`config.mk`:
```
export PLATFORM = sky130hd
export DESIGN_NAME = int_ctrl_flat
export DESIGN_NICKNAME = d
export VERILOG_FILES = /design/src/rtl/intc_pkg.sv /design/src/rtl/int_ctrl_if.sv /design/src/rtl/int_ctrl_prio_enc.sv /design/src/rtl/int_ctrl.sv /design/src/flat_wrapper.sv
export SDC_FILE = /design/constraint.sdc
export NUM_CORES = 1
export LEC_CHECK = 0
export CAP_MARGIN = 30
export CORE_ASPECT_RATIO = 0.75
export CORE_MARGIN = 2
export CORE_UTILIZATION = 45
export CTS_CLUSTER_DIAMETER = 50
export DETAILED_ROUTE_END_ITERATION = 10
export GPL_ROUTABILITY_DRIVEN = 1
export PLACE_DENSITY = 0.87
export SLEW_MARGIN = 5
export SYNTH_ARGS = -nofsm -noshare
export SYNTH_HDL_FRONTEND = slang
export SYNTH_SLANG_ARGS = --single-unit
export TNS_END_PERCENT = 100
```
`constraint.sdc`:
```
create_clock -name clk -period 6.1 [get_ports clk]
set_clock_uncertainty 0.2 [all_clocks]
set_input_delay 1.22 -clock clk [delete_from_list [all_inputs] [get_ports clk]]
set_output_delay 1.22 -clock clk [all_outputs]
set_load 0.02 [all_outputs]
```
`src/rtl/intc_pkg.sv`:
```
// Shared types and helpers for the vectored interrupt controller.
package intc_pkg;

  typedef enum logic {
    IDLE = 1'b0,
    REQ  = 1'b1
  } state_t;

  localparam int unsigned MAX_IRQ      = 32;
  localparam logic [31:0] DEF_VEC_BASE = 32'h10;

  // Index of the highest-priority (lowest-numbered) set bit; 0 when none set.
  function automatic logic [4:0] lowest_set(input logic [MAX_IRQ-1:0] v);
    logic [4:0] r;
    r = 5'd0;
    for (int i = MAX_IRQ - 1; i >= 0; i--) begin
      if (v[i]) r = 5'(i);
    end
    return r;
  endfunction

endpackage

```
`src/rtl/int_ctrl_if.sv`:
```
// Request/config inputs and CU-facing outputs of the interrupt controller.
interface int_ctrl_if #(
  parameter int unsigned NUM_IRQ = 8
);
  logic [NUM_IRQ-1:0] irq;
  logic [NUM_IRQ-1:0] irq_en;
  logic [NUM_IRQ-1:0] irq_edge;
  logic               imask;
  logic               int_ack;
  logic               eoi;
  logic               hwint;
  logic [31:0]        vector;
  logic [NUM_IRQ-1:0] pending;
  logic [NUM_IRQ-1:0] in_service;

  modport master (
    output irq, irq_en, irq_edge, imask, int_ack, eoi,
    input  hwint, vector, pending, in_service
  );

  modport slave (
    input  irq, irq_en, irq_edge, imask, int_ack, eoi,
    output hwint, vector, pending, in_service
  );
endinterface

```
`src/rtl/int_ctrl_prio_enc.sv`:
```
// Fixed-priority encoder: index of the lowest set bit plus a valid flag.
module prio_enc
  import intc_pkg::*;
#(
  parameter int unsigned W = 8
) (
  input  logic [W-1:0]     req,
  output logic             valid,
  output logic [((W > 1) ? $clog2(W) : 1)-1:0] idx
);
  localparam int unsigned IDX_W = (W > 1) ? $clog2(W) : 1;

  always_comb begin
    valid = |req;
    idx   = IDX_W'(lowest_set(MAX_IRQ'(req)));
  end
endmodule

```
`src/rtl/int_ctrl.sv`:
```
// Vectored, nesting, fixed-priority interrupt controller feeding the CU hwint line.
module int_ctrl
  import intc_pkg::*;
#(
  parameter int unsigned NUM_IRQ  = 8,
  parameter logic [31:0] VEC_BASE = DEF_VEC_BASE
) (
  input logic       clk,
  input logic       rst,
  int_ctrl_if.slave bus
);
  localparam int unsigned IDX_W = (NUM_IRQ > 1) ? $clog2(NUM_IRQ) : 1;

  state_t             state_q, state_d;
  logic               hwint_q, hwint_d;
  logic [31:0]        vector_q, vector_d;
  logic [IDX_W-1:0]   cur_idx_q, cur_idx_d;
  logic [NUM_IRQ-1:0] irq_q, pending_q, pending_d, in_service_q, in_service_d;

  logic               cand_valid, is_valid, preempt_c, ack_fire_c;
  logic [IDX_W-1:0]   cand_idx, is_idx;
  logic [NUM_IRQ-1:0] eligible_c, ack_sel_c, eoi_clr_c;

  assign eligible_c = pending_q & bus.irq_en;

  prio_enc #(.W(NUM_IRQ)) u_cand_enc (
    .req   (eligible_c),
    .valid (cand_valid),
    .idx   (cand_idx)
  );

  prio_enc #(.W(NUM_IRQ)) u_is_enc (
    .req   (in_service_q),
    .valid (is_valid),
    .idx   (is_idx)
  );

  // Nesting only when strictly higher priority than the deepest active handler.
  assign preempt_c = !is_valid || (cand_idx < is_idx);

  always_ff @(posedge clk or posedge rst) begin
    if (rst) state_q <= IDLE;
    else     state_q <= state_d;
  end

  always_comb begin
    state_d    = state_q;
    hwint_d    = hwint_q;
    vector_d   = vector_q;
    cur_idx_d  = cur_idx_q;
    ack_fire_c = 1'b0;
    case (state_q)
      IDLE: begin
        if (bus.imask && cand_valid && preempt_c) begin
          state_d   = REQ;
          cur_idx_d = cand_idx;
          vector_d  = VEC_BASE + 32'(cand_idx);
          hwint_d   = 1'b1;
        end
      end
      REQ: begin
        // A CU ack wins over a simultaneous imask drop: the PC is already loaded.
        if (bus.int_ack) begin
          ack_fire_c = 1'b1;
          hwint_d    = 1'b0;
          state_d    = IDLE;
        end else if (!bus.imask) begin
          hwint_d = 1'b0;
          state_d = IDLE;
        end
      end
      default: state_d = IDLE;
    endcase
  end

  // EOI works on the pre-ack in_service image; the ack bit is OR-ed in after.
  always_comb begin
    ack_sel_c    = ack_fire_c ? (NUM_IRQ'(1) << cur_idx_q) : '0;
    eoi_clr_c    = (bus.eoi && is_valid) ? (NUM_IRQ'(1) << is_idx) : '0;
    in_service_d = (in_service_q & ~eoi_clr_c) | ack_sel_c;
    pending_d    = (bus.irq_edge & ((pending_q & ~ack_sel_c) | (bus.irq & ~irq_q)))
                 | (~bus.irq_edge & bus.irq);
  end

  always_ff @(posedge clk or posedge rst) begin
    if (rst) begin
      hwint_q      <= 1'b0;
      vector_q     <= '0;
      cur_idx_q    <= '0;
      irq_q        <= '0;
      pending_q    <= '0;
      in_service_q <= '0;
    end else begin
      hwint_q      <= hwint_d;
      vector_q     <= vector_d;
      cur_idx_q    <= cur_idx_d;
      irq_q        <= bus.irq;
      pending_q    <= pending_d;
      in_service_q <= in_service_d;
    end
  end

  assign bus.hwint      = hwint_q;
  assign bus.vector     = vector_q;
  assign bus.pending    = pending_q;
  assign bus.in_service = in_service_q;
endmodule

```
`src/flat_wrapper.sv`:
```
// flat-port wrapper written by rule: the top's interface ports become plain ports
module int_ctrl_flat import intc_pkg::*;
#(
  parameter int unsigned NUM_IRQ  = 8,
  parameter logic [31:0] VEC_BASE = DEF_VEC_BASE
)
  (clk, rst, bus_irq, bus_irq_en, bus_irq_edge, bus_imask, bus_int_ack, bus_eoi, bus_hwint, bus_vector, bus_pending, bus_in_service);
  int_ctrl_if #(.NUM_IRQ(NUM_IRQ)) bus_i ();
  input logic clk;
  input logic rst;
  input wire logic [$bits(bus_i.irq)-1:0] bus_irq;
  input wire logic [$bits(bus_i.irq_en)-1:0] bus_irq_en;
  input wire logic [$bits(bus_i.irq_edge)-1:0] bus_irq_edge;
  input wire logic [$bits(bus_i.imask)-1:0] bus_imask;
  input wire logic [$bits(bus_i.int_ack)-1:0] bus_int_ack;
  input wire logic [$bits(bus_i.eoi)-1:0] bus_eoi;
  output wire logic [$bits(bus_i.hwint)-1:0] bus_hwint;
  output wire logic [$bits(bus_i.vector)-1:0] bus_vector;
  output wire logic [$bits(bus_i.pending)-1:0] bus_pending;
  output wire logic [$bits(bus_i.in_service)-1:0] bus_in_service;
  assign bus_i.irq = bus_irq;
  assign bus_i.irq_en = bus_irq_en;
  assign bus_i.irq_edge = bus_irq_edge;
  assign bus_i.imask = bus_imask;
  assign bus_i.int_ack = bus_int_ack;
  assign bus_i.eoi = bus_eoi;
  assign bus_hwint = bus_i.hwint;
  assign bus_vector = bus_i.vector;
  assign bus_pending = bus_i.pending;
  assign bus_in_service = bus_i.in_service;
  int_ctrl #(.NUM_IRQ(NUM_IRQ), .VEC_BASE(VEC_BASE)) u_core (.clk(clk), .rst(rst), .bus(bus_i));
endmodule
```
[After elaboration in Yosys (flattened, before gate mapping)]
Index checks and enable logic that the tools add are counted.
Widths: inputs -> output; s select.
Storage, ports and cells
  input bits: 29
  output and inout bits: 49
  logic and storage cells: 64
  bits in registers: 61
  memories: 0
  memory bits (read-only): 0
  RAM bits: 0
  bits in latches: 0
Operators by class
  shifts and indexed selects: 2
  $lt $le $gt $ge: 1
  multiplexer cells: 28
  divide/modulo/power cells: 0
  reductions and logical operators: 9
  $add $sub $neg: 1
  bitwise operators: 14
  equal/unequal tests: 2
  multipliers: 0
Operators by type and width (count)
  $and 8x8->8: 6
  $mux 3: 16
  $not 8->8: 4
  $or 8x8->8: 3
  $mux 8: 2
  $reduce_or 8->1: 2
  $shl 1x3->8 const A: 2
  $mux 1: 8
  $add 5x3->6 const A: 1
  $pmux 1 s2: 2
  $reduce_and 2->1: 2
  $logic_and 1x1->1: 3
  $lt 3x3->1: 1
  $ne 3x3->1 const B: 1
  $ne 2x1->1 const B: 1
  $logic_not 1->1: 1
  $logic_or 1x1->1: 1
  $not 1->1: 1

[Depth between registers and ports, before layout]
  depth in word-level cells: 14
  depth in mapped cells: 9
  depth with buffers taken out: 9

[Cells and area by module]
A second synthesis with hierarchy kept.
Second synthesis, totals
  cells, all modules: 164
  area, all modules: 1602.8 µm²
Modules (own cells, without submodules)
  int_ctrl: area an instance 1440.1 µm², instances 1, cells each 138, sequential area each 750.7 µm²
  prio_enc: area an instance 81.3 µm², instances 2, cells each 13, sequential area each 0.0 µm²

[Worst setup path before layout]
Ideal clock, no wire load.
  path type: input to register
  start point: input port bus_irq_en[6]
  end point: register u_core.hwint_q (netlist: u_core.bus.hwint)
  library setup time: 0.145 ns
  cell stages on the path: 8
  slack: 3.008 ns
  required time: 5.755 ns
  arrival time: 2.746 ns
  buffers on the path: 0
  path through: a22o_1 -> a21oi_1 -> nor2_1 -> ha_1 -> o21ai_0 -> a22oi_1 -> a21boi_1 -> o21ai_0
On the way
  longest elaborated chain between the ends: 13
  elaborated cells on any way between the ends: 15
  classes of those cells: order compare (1); eq/ne (1); mux (7); bitwise (1); reduce/logical (5)
RTL lines
  start, declared: RTL line flat_wrapper.sv:12  | input wire logic [$bits(bus_i.irq_en)-1:0] bus_irq_en;
  $and 8x8->8: RTL line int_ctrl.sv:24  | assign eligible_c = pending_q & bus.irq_en;
  $mux 3 (7 in a row): RTL line intc_pkg.sv:17  | if (v[i]) r = 5'(i);
  net u_core.cand_idx[1]: RTL line int_ctrl.sv:21  | logic [IDX_W-1:0] cand_idx, is_idx;
  $lt 3x3->1: RTL line int_ctrl.sv:39  | assign preempt_c = !is_valid || (cand_idx < is_idx);
  $logic_or 1x1->1: RTL line int_ctrl.sv:39
  $logic_and 1x1->1: RTL line int_ctrl.sv:54  | if (bus.imask && cand_valid && preempt_c) begin
  $ne 2x1->1 (no line)
  $reduce_and 2->1 (no line)
  end signal, assigned: RTL line int_ctrl.sv:94  | hwint_q <= hwint_d;
  end, declared: RTL line int_ctrl.sv:15  | logic hwint_q, hwint_d;
The timed path passes the listed nets, and every way through them passes these cells.
A chain may end at the register's enable or synchronous reset.

[Final worst setup path]
  start point: input port bus_irq_en[6]
  end point: register u_core.state_q
On the way
  longest elaborated chain between the ends: 13
  elaborated cells on any way between the ends: 15
  classes of those cells: order compare (1); mux (9); bitwise (1); reduce/logical (4)
RTL lines
  $and 8x8->8: RTL line int_ctrl.sv:24
  $mux 3 (7 in a row): RTL line intc_pkg.sv:17
  net u_core.cand_idx[1]: RTL line int_ctrl.sv:21
  $lt 3x3->1: RTL line int_ctrl.sv:39
  $logic_or 1x1->1: RTL line int_ctrl.sv:39
  $logic_and 1x1->1: RTL line int_ctrl.sv:54
  $mux 1: RTL line int_ctrl.sv:54
  $pmux 1 s2: RTL line int_ctrl.sv:52  | case (state_q)
  net u_core.state_d: RTL line int_ctrl.sv:14  | state_t state_q, state_d;
  end signal, assigned: RTL line int_ctrl.sv:43  | else state_q <= state_d;
  end, declared: RTL line int_ctrl.sv:14
The timed path passes the listed nets, and every way through them passes these cells.

==> key figures <==
Run status
  • Status: finished, final reports clean

Clocking
  • CTS tree: built
  • CTS buffer count: 5
  • Hold buffers post-CTS: 0
  • Post-CTS resize count: 0
  • CTS sink cnt: 30
  • Later-pin clock latency in the skew report: 0.29 ns
  • H-tree depth: 2
  • Clk Tree Root Cell: clkbuf_8
  • Clock Tree Buf Depth: 2
  • Reg clk slew, reported paths: roughly 0.060 ns
  • Postcts setup bufs: 0

Setup path
  • Crit path capture type: flop
  • Top delay family on crit path: compound AO/OA/AOI/OAI gates
  • Reg2reg start: u_core.bus.in_service[2]
  • Crit-path max FO: 7
  • Crit-path max cell delay: 0.45 ns
  • Max stage delay cell, worst path: clkdlybuf4s50_1
  • Register-to-Register Setup Slack: 3.43 ns
  • Critical path's most frequent cell: o21ai_0
  • Setup CP Type: input port to flop
  • Critical Path RT: 6.05 ns
  • Worst Path Arrival: 3.56 ns
  • Critical Path, Cell by Cell: clkdlybuf4s50_1, a22o_1, a21oi_1, nor2_1, ha_1, o21ai_0, a22oi_1, a21boi_1, o21ai_0
  • Reg2reg end: u_core.state_q
  • R2r worst-path depth: 8
  • Buf/Inv on CP: 1
  • Worst setup SP type: input port

Timing
  • Final slew viol count: 0
  • Final setup violation count: 0
  • Worst slew margin: between 50% and 60%
  • Setup_tns: 0 ns
  • Minimum clock period: 3.615 ns
  • RSZ-0062 raised after global routing: false
  • Final hold vios: 0
  • Final period utilization: around 59%
  • Max Fclk: 276.6 MHz
  • Worst-Margin Slew: 0.6688 ns
  • Final Hold Slack: 0.2882 ns

Die
  • Die span in x: roughly 75 microns
  • Core area: 0.003661 sq mm
  • Initial core utilization: 46.99%
  • Full die area: 0.004339 sq mm
  • Die H: 57.55 microns
  • Num ports: between 70 and 80
  • # rows: 19

Detailed routing
  • Antenna viol nets, final: 0
  • DRT Pass-1 Iters: 4
  • Residual DRC: 0
  • Post-Route WL: 4065 microns
  • Detailed Route Iter0 Violations: 102
  • Via density: 5.089
  • Vias post-DR: 1,481
  • Wirelength per Cell: 13.97 microns

Pwr
  • Max VDD drop: 0.1717 mV
  • Tot Pwr: ~0.94 mW
  • Pwr Density: 410.7 mW/mm^2
  • Leak: 1.012 nW

Logic synthesis
  • Post-synth top area cell: dfrtp_1
  • Synth warn: 0
  • Syn_area_per_cell: 9.453 sq um
  • EDFF count, synth: 0
  • Post-synth top flop: dfrtp_1
  • Cell variety after synth: 35
  • Top-area cell type share of the netlist area: 43.64%
  • Gate Count Post-Synth: 182
  • Mapped cell area: between 0.0015 and 0.002 sq mm
  • Register area share after synthesis: 43.64%
  • Top post-synthesis cells by area: dfrtp_1 44%, buf_4 12%, nand2_1 7.0%
  • Async S/R FF share, synth: 100.0%
  • FF+latch count, synth: 30

GRT
  • Vias in the first global route: 1,318
  • First-pass GRT wire length: 6410 microns
  • Gr ovfl total: 0
  • Total GRT Usage: between 20% and 30%
  • Largest net degree at the start of global routing: 18
  • Initial antenna violation count: 0

Hold path
  • WHS Endpoint: u_core.bus.hwint
  • Hold Crit Depth: 2
  • Worst hold path class: flop to flop
  • Hold Startpoint: u_core.bus.hwint

Cells and area
  • Layout area overhead: 32.36%
  • Post-route cell area: roughly 0.0023 sq mm
  • Ant. Diodes: 0
  • Layout cell share with drive strength beyond 1: 6.276%
  • Final Non-Filler Cells: 291
  • Nets: 269

Placed design
  • Post-DP HPWL: 3224 microns
  • DP Area: 0.002182 sq mm
  • RD Place Congestion: between 0.8 and 0.9
  • IO buf count: between 40 and 50
  • Cell count after placement: 283

Run
  • Max_cap viols: 0
-- layout by cell type (no fill, tap or decap), drive strengths merged, types with 3 or more instances in the layout --
master,instances
nor4,3
nor2b,5
clkbuf,6
a22o,5
a22oi,4
nor2,8
nand2,32
a32o,8
o21ai,10
nand3,8
a21oi,4
nand3b,3
dfrtp,30
conb,28
clkdlybuf4s50,49
inv,8
-- flip-flops by register name, summed over array words and instances (netlist names) --
register / flops
u_core.bus.hwint: 1
u_core.cur_idx_q: 2
u_core.bus.pending: 8
u_core.state_q: 1
u_core.bus.vector: 2
u_core.irq_q: 8
u_core.bus.in_service: 8
-- metrics by stage --
| step | worst slack, ns | util (%) |
|---|---|---|
| final | 2.485 | 62.20 |
| after global routing | 2.294 | 62.20 |
| after CTS | 2.523 | 62.20 |
| after detailed placement | 2.219 | 59.60 |
| after global placement | 2.372 | 59.19 |
| after floorplan | 3.008 | - |
-- area by class of cell --
class                           instances  area [sq um]
Clock inverter                          2         12.51
Timing Repair Buffer                   50         505.5
Tap cell                               52         65.06
Multi-Input combinational cell        143         830.8
Fill cell                             331          1384
Clock buffer                            6         82.58
Inverter                                8         30.03
Sequential cell                        30         750.7
-- report_power, final --
group	switching, mW	internal, mW
clock network	0.0777	0.0905
registers	0.0651	0.244
logic	0.258	0.201
total	0.401	0.535
-- cells by family after synthesis --
logic type      synth area share [%]
compound gates                 22.25
buf+inv                        13.96
fa+ha+maj                      1.454
simple gates                   18.47
flops                          43.64
other cells                   0.2180
-- worst register-to-register path: stages, from the launching register on --
cell,delay (ns)
dfrtp_1,0.48
nor4_2,0.30
nor2b_1,0.21
inv_1,0.10
ha_1,0.30
o21ai_0,0.08
a22oi_1,0.44
a21boi_1,0.31
o21ai_0,0.11
-- how the worst max path moves through the flow --
stage | slack, ns | cells after the start | to | startpoint
2_1_floorplan | 3.01 | 8 | u_core.bus.hwint | bus_irq_en[6]
3_3_place_gp | 2.37 | 9 | u_core.bus.hwint | bus_irq_en[6]
3_5_place_dp | 2.22 | 9 | u_core.state_q | bus_irq_en[6]
4_1_cts | 2.52 | 9 | u_core.state_q | bus_irq_en[6]
5_1_grt | 2.29 | 9 | u_core.bus.hwint | bus_irq_en[6]
6_report | 2.48 | 9 | u_core.state_q | bus_irq_en[6]
-- Yosys cell counts, drive strengths merged (2+ instances only) --
cell / instances
a211oi: 2
a21o: 2
a21oi: 4
a22o: 5
a22oi: 4
a31oi: 2
a32o: 8
buf: 28
dfrtp: 30
ha: 2
inv: 8
nand2: 32
nand3: 8
nand3b: 3
nand4: 2
nor2: 8
nor2b: 5
nor3: 2
nor4: 3
o21ai: 10
o21bai: 2
o31ai: 2
-- layer usage --
metal,vias to the layer above,GRT usage [%],share of wire [%]
met4,0,9.774,2.1
met2,65,28.82,43
met1,694,28.73,47
met3,11,4.770,7.5
met5,-,0,0
li1,711,-,-
No activity file was read; power rests on OpenSTA's default activity.
